`config.mk`:
```
export PLATFORM = sky130hd
export DESIGN_NAME = resource_scheduler_flat
export DESIGN_NICKNAME = d
export VERILOG_FILES = /design/src/rtl/shared_resource_pkg.sv /design/src/rtl/resource_scheduler_if.sv /design/src/rtl/rr_pick.sv /design/src/rtl/resource_scheduler.sv /design/src/flat_wrapper.sv
export SDC_FILE = /design/constraint.sdc
export NUM_CORES = 1
export LEC_CHECK = 0
export CAP_MARGIN = 15
export CORE_UTILIZATION = 55
export CTS_BUF_LIST = sky130_fd_sc_hd__clkbuf_8
export DETAILED_ROUTE_END_ITERATION = 8
export HOLD_SLACK_MARGIN = 0.08
export MAX_ROUTING_LAYER = met4
export PLACE_DENSITY = 0.84
export SETUP_SLACK_MARGIN = 0.1
export SLEW_MARGIN = 20
export SYNTH_ARGS = -nofsm -noshare
export SYNTH_HDL_FRONTEND = slang
export SYNTH_HIERARCHICAL = 1
export SYNTH_SLANG_ARGS = --single-unit
```
`constraint.sdc`:
```
create_clock -name clk -period 7.4 [get_ports clk]
set_input_delay 0.74 -clock clk [delete_from_list [all_inputs] [get_ports clk]]
set_output_delay 0.74 -clock clk [all_outputs]
set_load 0.03 [all_outputs]
```
`src/rtl/shared_resource_pkg.sv`:
```
// Shared constants, state encoding and helpers for the weighted round-robin resource scheduler.
package shared_resource_pkg;

  localparam int unsigned NUM_REQ_DEF  = 4;
  localparam int unsigned WEIGHT_W_DEF = 4;
  localparam int unsigned HOLD_MAX_DEF = 8;
  localparam int unsigned MAX_REQ      = 16;
  localparam int unsigned MAX_W        = 16;

  typedef enum logic [0:0] {
    S_IDLE  = 1'b0,
    S_OWNED = 1'b1
  } sched_state_e;

  // A zero weight still grants one transfer per turn.
  function automatic logic [MAX_W-1:0] eff_weight(input logic [MAX_W-1:0] w);
    return (w == '0) ? MAX_W'(1) : w;
  endfunction

  function automatic logic [3:0] onehot_to_idx(input logic [MAX_REQ-1:0] oh);
    logic [3:0] idx;
    idx = '0;
    for (int unsigned i = 0; i < MAX_REQ; i++) begin
      if (oh[i]) idx = 4'(i);
    end
    return idx;
  endfunction

endpackage

```
`src/rtl/resource_scheduler_if.sv`:
```
// Requester-side signals of the scheduler: request/stall/flush/weights in, grant and fire out.
interface resource_scheduler_if
  import shared_resource_pkg::*;
#(
  parameter int unsigned NUM_REQ  = NUM_REQ_DEF,
  parameter int unsigned WEIGHT_W = WEIGHT_W_DEF
);
  localparam int unsigned ID_W = $clog2(NUM_REQ);

  logic [NUM_REQ-1:0]          req;
  logic [NUM_REQ-1:0]          stall;
  logic [NUM_REQ-1:0]          flush;
  logic [NUM_REQ*WEIGHT_W-1:0] weight;
  logic [NUM_REQ-1:0]          grant;
  logic                        grant_valid;
  logic [ID_W-1:0]             grant_id;
  logic                        fire;

  modport master (
    output req, stall, flush, weight,
    input  grant, grant_valid, grant_id, fire
  );

  modport slave (
    input  req, stall, flush, weight,
    output grant, grant_valid, grant_id, fire
  );

endinterface

```
`src/rtl/rr_pick.sv`:
```
// Rotating priority encoder: first candidate after i_last (with wrap), excluding masked lanes.
module rr_pick #(
  parameter int unsigned NUM_REQ = 4
) (
  input  logic [NUM_REQ-1:0]         i_elig,
  input  logic [$clog2(NUM_REQ)-1:0] i_last,
  input  logic [NUM_REQ-1:0]         i_exclude,
  output logic [NUM_REQ-1:0]         o_pick_c,
  output logic                       o_found_c
);
  localparam int unsigned ID_W = $clog2(NUM_REQ);

  logic [NUM_REQ-1:0] w_cand;
  logic [ID_W-1:0]    w_idx;

  assign w_cand = i_elig & ~i_exclude;

  always_comb begin
    o_pick_c  = '0;
    o_found_c = 1'b0;
    w_idx     = '0;
    for (int unsigned k = 1; k <= NUM_REQ; k++) begin
      w_idx = ID_W'((32'(i_last) + k) % NUM_REQ);
      if (!o_found_c && w_cand[w_idx]) begin
        o_pick_c[w_idx] = 1'b1;
        o_found_c       = 1'b1;
      end
    end
  end

endmodule

```
`src/rtl/resource_scheduler.sv`:
```
// Weighted round-robin owner of a shared resource with stall-bounded preemption.
module resource_scheduler
  import shared_resource_pkg::*;
#(
  parameter int unsigned NUM_REQ  = NUM_REQ_DEF,
  parameter int unsigned WEIGHT_W = WEIGHT_W_DEF,
  parameter int unsigned HOLD_MAX = HOLD_MAX_DEF
) (
  input logic                 clk,
  input logic                 reset_n,
  resource_scheduler_if.slave bus
);
  localparam int unsigned ID_W     = $clog2(NUM_REQ);
  localparam int unsigned HC_W     = (HOLD_MAX == 0) ? 1 : $clog2(HOLD_MAX + 1);
  localparam int unsigned HOLD_LIM = (HOLD_MAX == 0) ? 0 : HOLD_MAX - 1;

  sched_state_e        r_state, w_state_nx;
  logic [NUM_REQ-1:0]  r_grant, w_grant_nx;
  logic [ID_W-1:0]     r_id, w_id_nx;
  logic [ID_W-1:0]     r_last, w_last_nx;
  logic [WEIGHT_W-1:0] r_credit, w_credit_nx;
  logic [HC_W-1:0]     r_hold, w_hold_nx;

  logic [NUM_REQ-1:0]  w_elig, w_pick, w_excl;
  logic [ID_W-1:0]     w_ptr, w_pick_id;
  logic [WEIGHT_W-1:0] w_wt [NUM_REQ];
  logic w_owned, w_found, w_own_req, w_own_stall, w_own_flush;
  logic w_fire, w_others, w_exhaust, w_preempt, w_release;

  always_comb begin
    for (int unsigned i = 0; i < NUM_REQ; i++) begin
      w_wt[i] = WEIGHT_W'(eff_weight(MAX_W'(bus.weight[i*WEIGHT_W +: WEIGHT_W])));
    end
  end

  assign w_owned     = (r_state == S_OWNED);
  assign w_elig      = bus.req & ~bus.flush;
  assign w_own_req   = bus.req[r_id];
  assign w_own_stall = bus.stall[r_id];
  assign w_own_flush = bus.flush[r_id];
  assign w_fire      = w_owned & w_own_req & ~w_own_stall & ~w_own_flush;
  assign w_others    = |(w_elig & ~r_grant);
  assign w_exhaust   = w_fire && (r_credit == WEIGHT_W'(1));
  assign w_preempt   = (HOLD_MAX != 0) && (r_hold == HC_W'(HOLD_LIM)) && w_own_stall && w_others;
  assign w_release   = w_exhaust | ~w_own_req | w_own_flush | w_preempt;

  // While owned, scanning starts after the owner so the owner itself comes last.
  assign w_ptr  = w_owned ? r_id : r_last;
  assign w_excl = w_owned ? r_grant : '0;

  rr_pick #(.NUM_REQ(NUM_REQ)) u_pick (
    .i_elig    (w_elig),
    .i_last    (w_ptr),
    .i_exclude (w_excl),
    .o_pick_c  (w_pick),
    .o_found_c (w_found)
  );

  assign w_pick_id = ID_W'(onehot_to_idx(MAX_REQ'(w_pick)));

  always_comb begin
    w_state_nx  = r_state;
    w_grant_nx  = r_grant;
    w_id_nx     = r_id;
    w_last_nx   = r_last;
    w_credit_nx = r_credit;
    w_hold_nx   = r_hold;
    case (r_state)
      S_IDLE: begin
        if (w_found) begin
          w_state_nx  = S_OWNED;
          w_grant_nx  = w_pick;
          w_id_nx     = w_pick_id;
          w_credit_nx = w_wt[w_pick_id];
          w_hold_nx   = '0;
        end
      end
      S_OWNED: begin
        if (w_release) begin
          w_last_nx = r_id;
          if (w_found) begin
            w_grant_nx  = w_pick;
            w_id_nx     = w_pick_id;
            w_credit_nx = w_wt[w_pick_id];
            w_hold_nx   = '0;
          end else if (w_elig[r_id] && w_exhaust) begin
            w_credit_nx = w_wt[r_id];
            w_hold_nx   = '0;
          end else begin
            w_state_nx  = S_IDLE;
            w_grant_nx  = '0;
            w_credit_nx = '0;
            w_hold_nx   = '0;
          end
        end else if (w_fire) begin
          w_credit_nx = r_credit - WEIGHT_W'(1);
          w_hold_nx   = '0;
        end else if (w_own_stall && w_own_req && (r_hold != HC_W'(HOLD_LIM))) begin
          // Saturates at the preemption threshold so a late waiter preempts at once.
          w_hold_nx = r_hold + HC_W'(1);
        end
      end
      default: w_state_nx = S_IDLE;
    endcase
  end

  always_ff @(posedge clk or negedge reset_n) begin
    if (!reset_n) begin
      r_state  <= S_IDLE;
      r_grant  <= '0;
      r_id     <= '0;
      r_last   <= ID_W'(NUM_REQ - 1);
      r_credit <= '0;
      r_hold   <= '0;
    end else begin
      r_state  <= w_state_nx;
      r_grant  <= w_grant_nx;
      r_id     <= w_id_nx;
      r_last   <= w_last_nx;
      r_credit <= w_credit_nx;
      r_hold   <= w_hold_nx;
    end
  end

  assign bus.grant       = r_grant;
  assign bus.grant_valid = |r_grant;
  assign bus.grant_id    = r_id;
  assign bus.fire        = w_fire;

endmodule
```
`src/flat_wrapper.sv`:
```
// flat-port wrapper written by rule: the top's interface ports become plain ports
module resource_scheduler_flat import shared_resource_pkg::*;
#(
  parameter int unsigned NUM_REQ  = NUM_REQ_DEF,
  parameter int unsigned WEIGHT_W = WEIGHT_W_DEF,
  parameter int unsigned HOLD_MAX = HOLD_MAX_DEF
)
  (clk, reset_n, bus_req, bus_stall, bus_flush, bus_weight, bus_grant, bus_grant_valid, bus_grant_id, bus_fire);
  resource_scheduler_if #(.NUM_REQ(NUM_REQ), .WEIGHT_W(WEIGHT_W)) bus_i ();
  input logic clk;
  input logic reset_n;
  input wire logic [$bits(bus_i.req)-1:0] bus_req;
  input wire logic [$bits(bus_i.stall)-1:0] bus_stall;
  input wire logic [$bits(bus_i.flush)-1:0] bus_flush;
  input wire logic [$bits(bus_i.weight)-1:0] bus_weight;
  output wire logic [$bits(bus_i.grant)-1:0] bus_grant;
  output wire logic [$bits(bus_i.grant_valid)-1:0] bus_grant_valid;
  output wire logic [$bits(bus_i.grant_id)-1:0] bus_grant_id;
  output wire logic [$bits(bus_i.fire)-1:0] bus_fire;
  assign bus_i.req = bus_req;
  assign bus_i.stall = bus_stall;
  assign bus_i.flush = bus_flush;
  assign bus_i.weight = bus_weight;
  assign bus_grant = bus_i.grant;
  assign bus_grant_valid = bus_i.grant_valid;
  assign bus_grant_id = bus_i.grant_id;
  assign bus_fire = bus_i.fire;
  resource_scheduler #(.NUM_REQ(NUM_REQ), .WEIGHT_W(WEIGHT_W), .HOLD_MAX(HOLD_MAX)) u_core (.clk(clk), .reset_n(reset_n), .bus(bus_i));
endmodule
```
### Word-level counts from Yosys, hierarchy flattened

Index checks and enable logic that the tools add are counted.

| cells by class | value |
|---|---|
| bitwise logic cells | 21 |
| reduce and logical (&&, ||, !) cells | 26 |
| multiplexer cells | 71 |
| magnitude comparators | 11 |
| add/subtract/negate cells | 6 |
| equal/unequal tests | 8 |

Operators with widths:

| cell | count |
|---|---|
| $mux 4 | 26 |
| $pmux 4 s2 | 3 |
| $mux 1 | 21 |
| $bmux 1 s2 | 8 |
| $bmux 4 s2 | 2 |
| $logic_not 4->1 | 4 |
| $lt 2x3->1 const B | 5 |
| $logic_and 1x1->1 | 13 |
| $and 4x4->4 | 3 |
| $not 4->4 | 3 |
| $or 4x4->4 | 3 |
| $mux 2 | 5 |
| $demux 1 s2 | 4 |
| $ge 2x1->1 const B | 4 |
| $reduce_or 4->1 | 2 |
| $ge 3x3->1 const B | 2 |
| $ne 3x3->1 const B | 2 |
| $not 2->3 | 2 |
| $reduce_and 2->1 | 3 |
| $add 2x1->2 const B | 2 |
| $add 2x2->2 const B | 2 |
| $add 4x1->4 const B | 1 |
| $eq 4x1->1 const B | 1 |
| $eq 4x3->1 const B | 1 |
| 11 further kinds | 21 |

| storage, ports and cells | value |
|---|---|
| input bits | 30 |
| register bits | 17 |
| word-level logic and storage cells | 149 |

### Depth between registers and ports, before layout

| logic depth | value |
|---|---|
| word-level depth | 25 |
| depth in mapped cells | 15 |

### Hierarchy

The synthesis kept the hierarchy.

Modules (own cells, without submodules):

| module | instances | cells an instance | area each (um^2) | sequential area each (um^2) |
|---|---|---|---|---|
| resource_scheduler | 1 | 169 | 1559.0 | 427.9 |
| rr_pick | 1 | 49 | 417.9 | 0.0 |

### Worst setup path after synthesis

No wires, ideal clock.

| path | value |
|---|---|
| kind | register to register |
| start point | reg u_core.r_state |
| end point | reg u_core.r_credit[1] |
| stages on the path, launching flop included | 16 |
| library setup time | 119 ps |
| setup slack | 3401 ps |
| required time | 7281 ps |
| arrival | 3880 ps |
| cell sequence | dfrtp_1 -> buf_2 -> clkbuf_1 -> mux2_2 -> inv_1 -> ha_1 -> or3_2 -> nand3_1 -> and3_1 -> a221o_1 -> clkbuf_1 -> mux2_2 -> a311o_1 -> a31oi_1 -> o211ai_1 -> o21a_1 |

RTL lines:

| item | line | text |
|---|---|---|
| from (decl) | resource_scheduler.sv:17 | `sched_state_e r_state, w_state_nx;` |
| from (signal assigned) | resource_scheduler.sv:116 | `r_state <= w_state_nx;` |
| $mux 2 * | resource_scheduler.sv:48 | `assign w_ptr = w_owned ? r_id : r_last;` |
| named net u_core.w_ptr[0] | resource_scheduler.sv:25 | `logic [ID_W-1:0] w_ptr, w_pick_id;` |
| parallel branches: the longest is 12 deep, another holds $lt 2x3->1 | n/a |  |
| $mux 4 * | rr_pick.sv:24 | `if (!o_found_c && w_cand[w_idx]) begin` |
| named net u_core.w_pick[1] | resource_scheduler.sv:24 | `logic [NUM_REQ-1:0] w_elig, w_pick, w_excl;` |
| $mux 1 * | shared_resource_pkg.sv:24 | `if (oh[i]) idx = 4'(i);` |
| $mux 2 * (2 in a row) | shared_resource_pkg.sv:24 |  |
| $not 2->3 (implied by the code) * | resource_scheduler.sv:74, resource_scheduler.sv:84 |  |
| $bmux 4 s2 * | resource_scheduler.sv:74, resource_scheduler.sv:84 |  |
| $mux 4 (implied by the code) * (2 in a row) | resource_scheduler.sv:74, resource_scheduler.sv:84 |  |
| $mux 4 | resource_scheduler.sv:81 | `if (w_found) begin` |
| $mux 4 | resource_scheduler.sv:79 | `if (w_release) begin` |
| $pmux 4 s2 * | resource_scheduler.sv:68 | `case (r_state)` |
| to (signal assigned) | resource_scheduler.sv:120 | `r_credit <= w_credit_nx;` |
| to (decl) | resource_scheduler.sv:21 | `logic [WEIGHT_W-1:0] r_credit, w_credit_nx;` |

Mark *: on every way through the listed nets, which the timed path passes. The select of a mux whose other input is x is not followed.
A chain may end at the register's enable or synchronous reset.

### Final worst setup path

Same ends and word-level chain as after synthesis.

==> summary.md <==
| Metric | Value |
|---|---|
| Via Count | `1897` |
| P&R area growth vs syn | `21.8%` |
| Synth Cell Area | `slightly below 2000 um^2` |
| VDD IR max | `about 190 uV` |
| Critical setup path kind | `flip-flop to flip-flop` |
| Resize count post-CTS | `0` |
| Hold buffer count at CTS | `0` |
| Final Hold Vio Count | `0` |
| Max-cap violations | `0` |
| Die footprint | `about 3800 um^2` |
| CP Launch Type | `flip-flop` |
| Pwr Total | `between 0.8 and 0.9 mW` |
| Longest Clk Path Bufs | `2` |
| Core Util, Final | `between 70% and 80%` |
| Ys flop type | `dfrtp_1` |
| Initial DRC count | `about 150` |
| Worst Hold Class | `flip-flop to flip-flop` |
| CP bufs+invs | `1` |
| Tcrit/Tclk final | `roughly 57%` |
| Slew Viols, Final | `0` |
| Register area share after synthesis | `21.6%` |
| Tmin final | `4.20 ns` |
| Achievable Freq | `approximately 240 MHz` |
| Filler cell count | `between 200 and 250` |
| Cts bufs inserted | `3` |
| Leak | `around 0.99 nW` |
| CORE AREA | `around 3400 um^2` |
| Skew final | `roughly 0.0034 ns` |
| CTS HTree Levels | `1` |
| Run status | `finished, final reports clean` |
| CTS sink count | `17` |
| Wl on met1 | `approximately 2.2 mm` |
| Routability cong. | `slightly below 1` |
| Max-slew headroom | `a little under half` |
| Top layer reached by signal wires | `met4` |
| Post-DP HPWL | `about 4 mm` |
| Antenna fix cells | `0` |
| CP top delay family | `compound AO/OA/AOI/OAI gates` |
| Share of cells above drive strength 1 | `under 10%` |
| Most frequent CP cell | `mux2_2` |
| Grt total ovfl | `0` |
| Mapped Avg Cell Area | `just over 9 um^2` |
| DRC | `0` |
| Die Wd | `62.0 um` |
| Syn_nets | `259` |
| Met2 WL | `roughly 2.4 mm` |
| Leading area contributor after synthesis | `dfrtp_1` |
| Post-CTS Setup Bufs | `0` |
| TritonRoute pass-1 iters | `4` |
| Total GRT Usage | `between 20 and 30%` |
| Final TNS setup | `0 ns` |
| Crit path max fanout | `21` |
| CTS tree | `built` |
| Setup Viol. Count Final | `0` |
| I/O pin total | `38` |
| Number of library cell types mapped by synthesis | `between 50 and 60` |
| Least-Margin Pin Slew | `roughly 0.80 ns` |
| Antenna viol nets, final | `0` |
| Synth top area share | `19.0%` |
| Max incr delay on CP | `approximately 0.74 ns` |
| Site Rows | `21` |
| Yosys reg bits | `17` |
| Crit. End Element | `flip-flop` |
| Via/cell ratio | `6.39` |
| Count leader, synth | `inv_1` |
| Unrepaired setup endpoints after global routing | `no` |
| Nets | `between 200 and 300` |
| Critical path arrival | `between 4 and 5 ns` |
| Largest net degree at the start of global routing | `22` |
| Die height | `around 62 um` |
| Vias in the first global route | `about 1700` |
| Latest clock arrival within the worst-skew pair | `0.26 ns` |
| First-pass GRT wire length | `approximately 7.9 mm` |
| Req. time, crit path | `~7.6 ns` |
| Ranking of synthesized cells by area | `dfrtp_1 19%, mux4_2 11%, ha_1 7.0%` |
| Cells after synthesis | `218` |
| Critical path's slowest cell | `dfrtp_1` |
| Post-synth EDFFs | `0` |
| Clk slew on worst S/H paths | `about 0.070 ns` |
| Synth warn | `6` |
| Power density cells | `around 370 nW/um^2` |
| Asr flop ratio synth | `100%` |
| Clk root buf | `clkbuf_8` |
| DR WL/cell | `17.3 um` |
| Synth cell count leaders | `16 x inv_1, 15 x dfrtp_1, 12 x nor2_1, 12 x nor3_1` |
| Initial antenna violation count | `0` |
| Initial Util | `just under 60%` |
| Cells along the critical path | `mux2_2 > inv_1 > ha_1 > or3_2 > nand3_1 > and3_1 > a221o_1 > mux2_2 > a311o_1 > a31oi_1 > o211ai_1 > o21a_1` |
| WL met3 | `412 um` |
| I/O Buffers | `37` |
| Final wirelength | `slightly above 5 mm` |
-- sequential cells by signal, indices dropped and copies added, names as in the netlist --
name / count
u_core/r_credit: 4
u_core/bus.grant: 4
u_core/r_last: 2
u_core/r_hold: 4
u_core/r_state: 1
u_core/bus.grant_id: 2
-- layout by cell type (no fill, tap or decap), types with 3 or more instances in the layout --
master / count
nor2_1: 12
nand2_1: 10
mux4_2: 10
a21oi_1: 4
nor2b_1: 5
nand3_1: 11
dfrtp_1: 15
mux2_2: 3
nand4_1: 4
clkbuf_8: 3
o21ai_0: 6
mux2i_1: 3
clkdlybuf4s50_1: 37
nand2b_1: 9
and2_1: 9
a22o_1: 6
inv_1: 17
nor3_1: 12
ha_1: 11
o22ai_1: 4
nor3b_1: 5
a221o_1: 8
-- worst register-to-register path, delay by kind of cell, from the launching register on --
family,cells,cell delay (ns)
muxes,2,0.88
adders and majority gates,1,0.30
and+or+nand+nor,3,0.80
DFF,1,0.74
AOI/OAI and AO/OA,5,1.18
buffers and inverters,1,0.19
-- cell type report --
class	count	area (um^2)	area share, %
clock buffer	3	41.3	1.71
inverter	16	60.1	2.49
multi-input combinational	177	1450	60.1
sequential	17	428	17.8
timing repair buffer	37	370	15.4
tap	46	57.6	2.39
clock inverter	1	3.75	0.156
-- path summary, 6_finish.rpt --
| check | from | endpoint | slack [ns] | depth (start not counted) |
|---|---|---|---|---|
| min reg2reg | u_core/r_hold[0] | u_core/r_hold[0] | 0.56 | 1 |
| min in group asynchronous | reset_n | u_core/r_credit[2] | 0.94 | 1 |
| max in group asynchronous | reset_n | u_core/r_hold[2] | 5.96 | 1 |
| max reg2reg | u_core/r_state | u_core/r_credit[1] | 3.20 | 12 |
| min | u_core/r_hold[0] | u_core/r_hold[0] | 0.56 | 1 |
| max | u_core/r_state | u_core/r_credit[1] | 3.20 | 12 |
-- metrics by stage --
step,hold WS [ns],cells,cell area (um^2),setup WS [ns]
6_report,0.560,297,2410,3.20
5_1_grt,0.607,297,2410,2.99
4_1_cts,0.557,297,2410,3.26
3_5_place_dp,0.546,293,2360,3.12
3_3_place_gp,0.519,293,2360,3.20
2_1_floorplan,0.444,218,1980,3.40
-- cells by family (layout without fill, tap and decap cells) --
kind of cell	Yosys count	in the layout	share of synthesized area, %
flip-flops	17	17	21.6
XOR/XNOR	4	4	1.77
multiplexers	18	18	15.8
AO/OA/AOI/OAI	53	53	21.4
buffers and inverters	24	57	5.13
adder cells (fa/ha/maj)	11	11	6.96
AND/OR/NAND/NOR	91	91	27.3
-- power breakdown --
part           leakage, nW  switching (mW)  internal [mW]
Sequential           0.215          0.0570          0.128
Combinational        0.747           0.340          0.293
Clock               0.0269          0.0337         0.0370
Total                0.989           0.431          0.457
-- metal layers --
layer	track usage [%]	vias up
met5	-	-
met4	10.2	0
met3	6.00	10
met2	45.3	93
met1	39.4	889
li1	-	905
No activity file was read; power rests on OpenSTA's default activity.
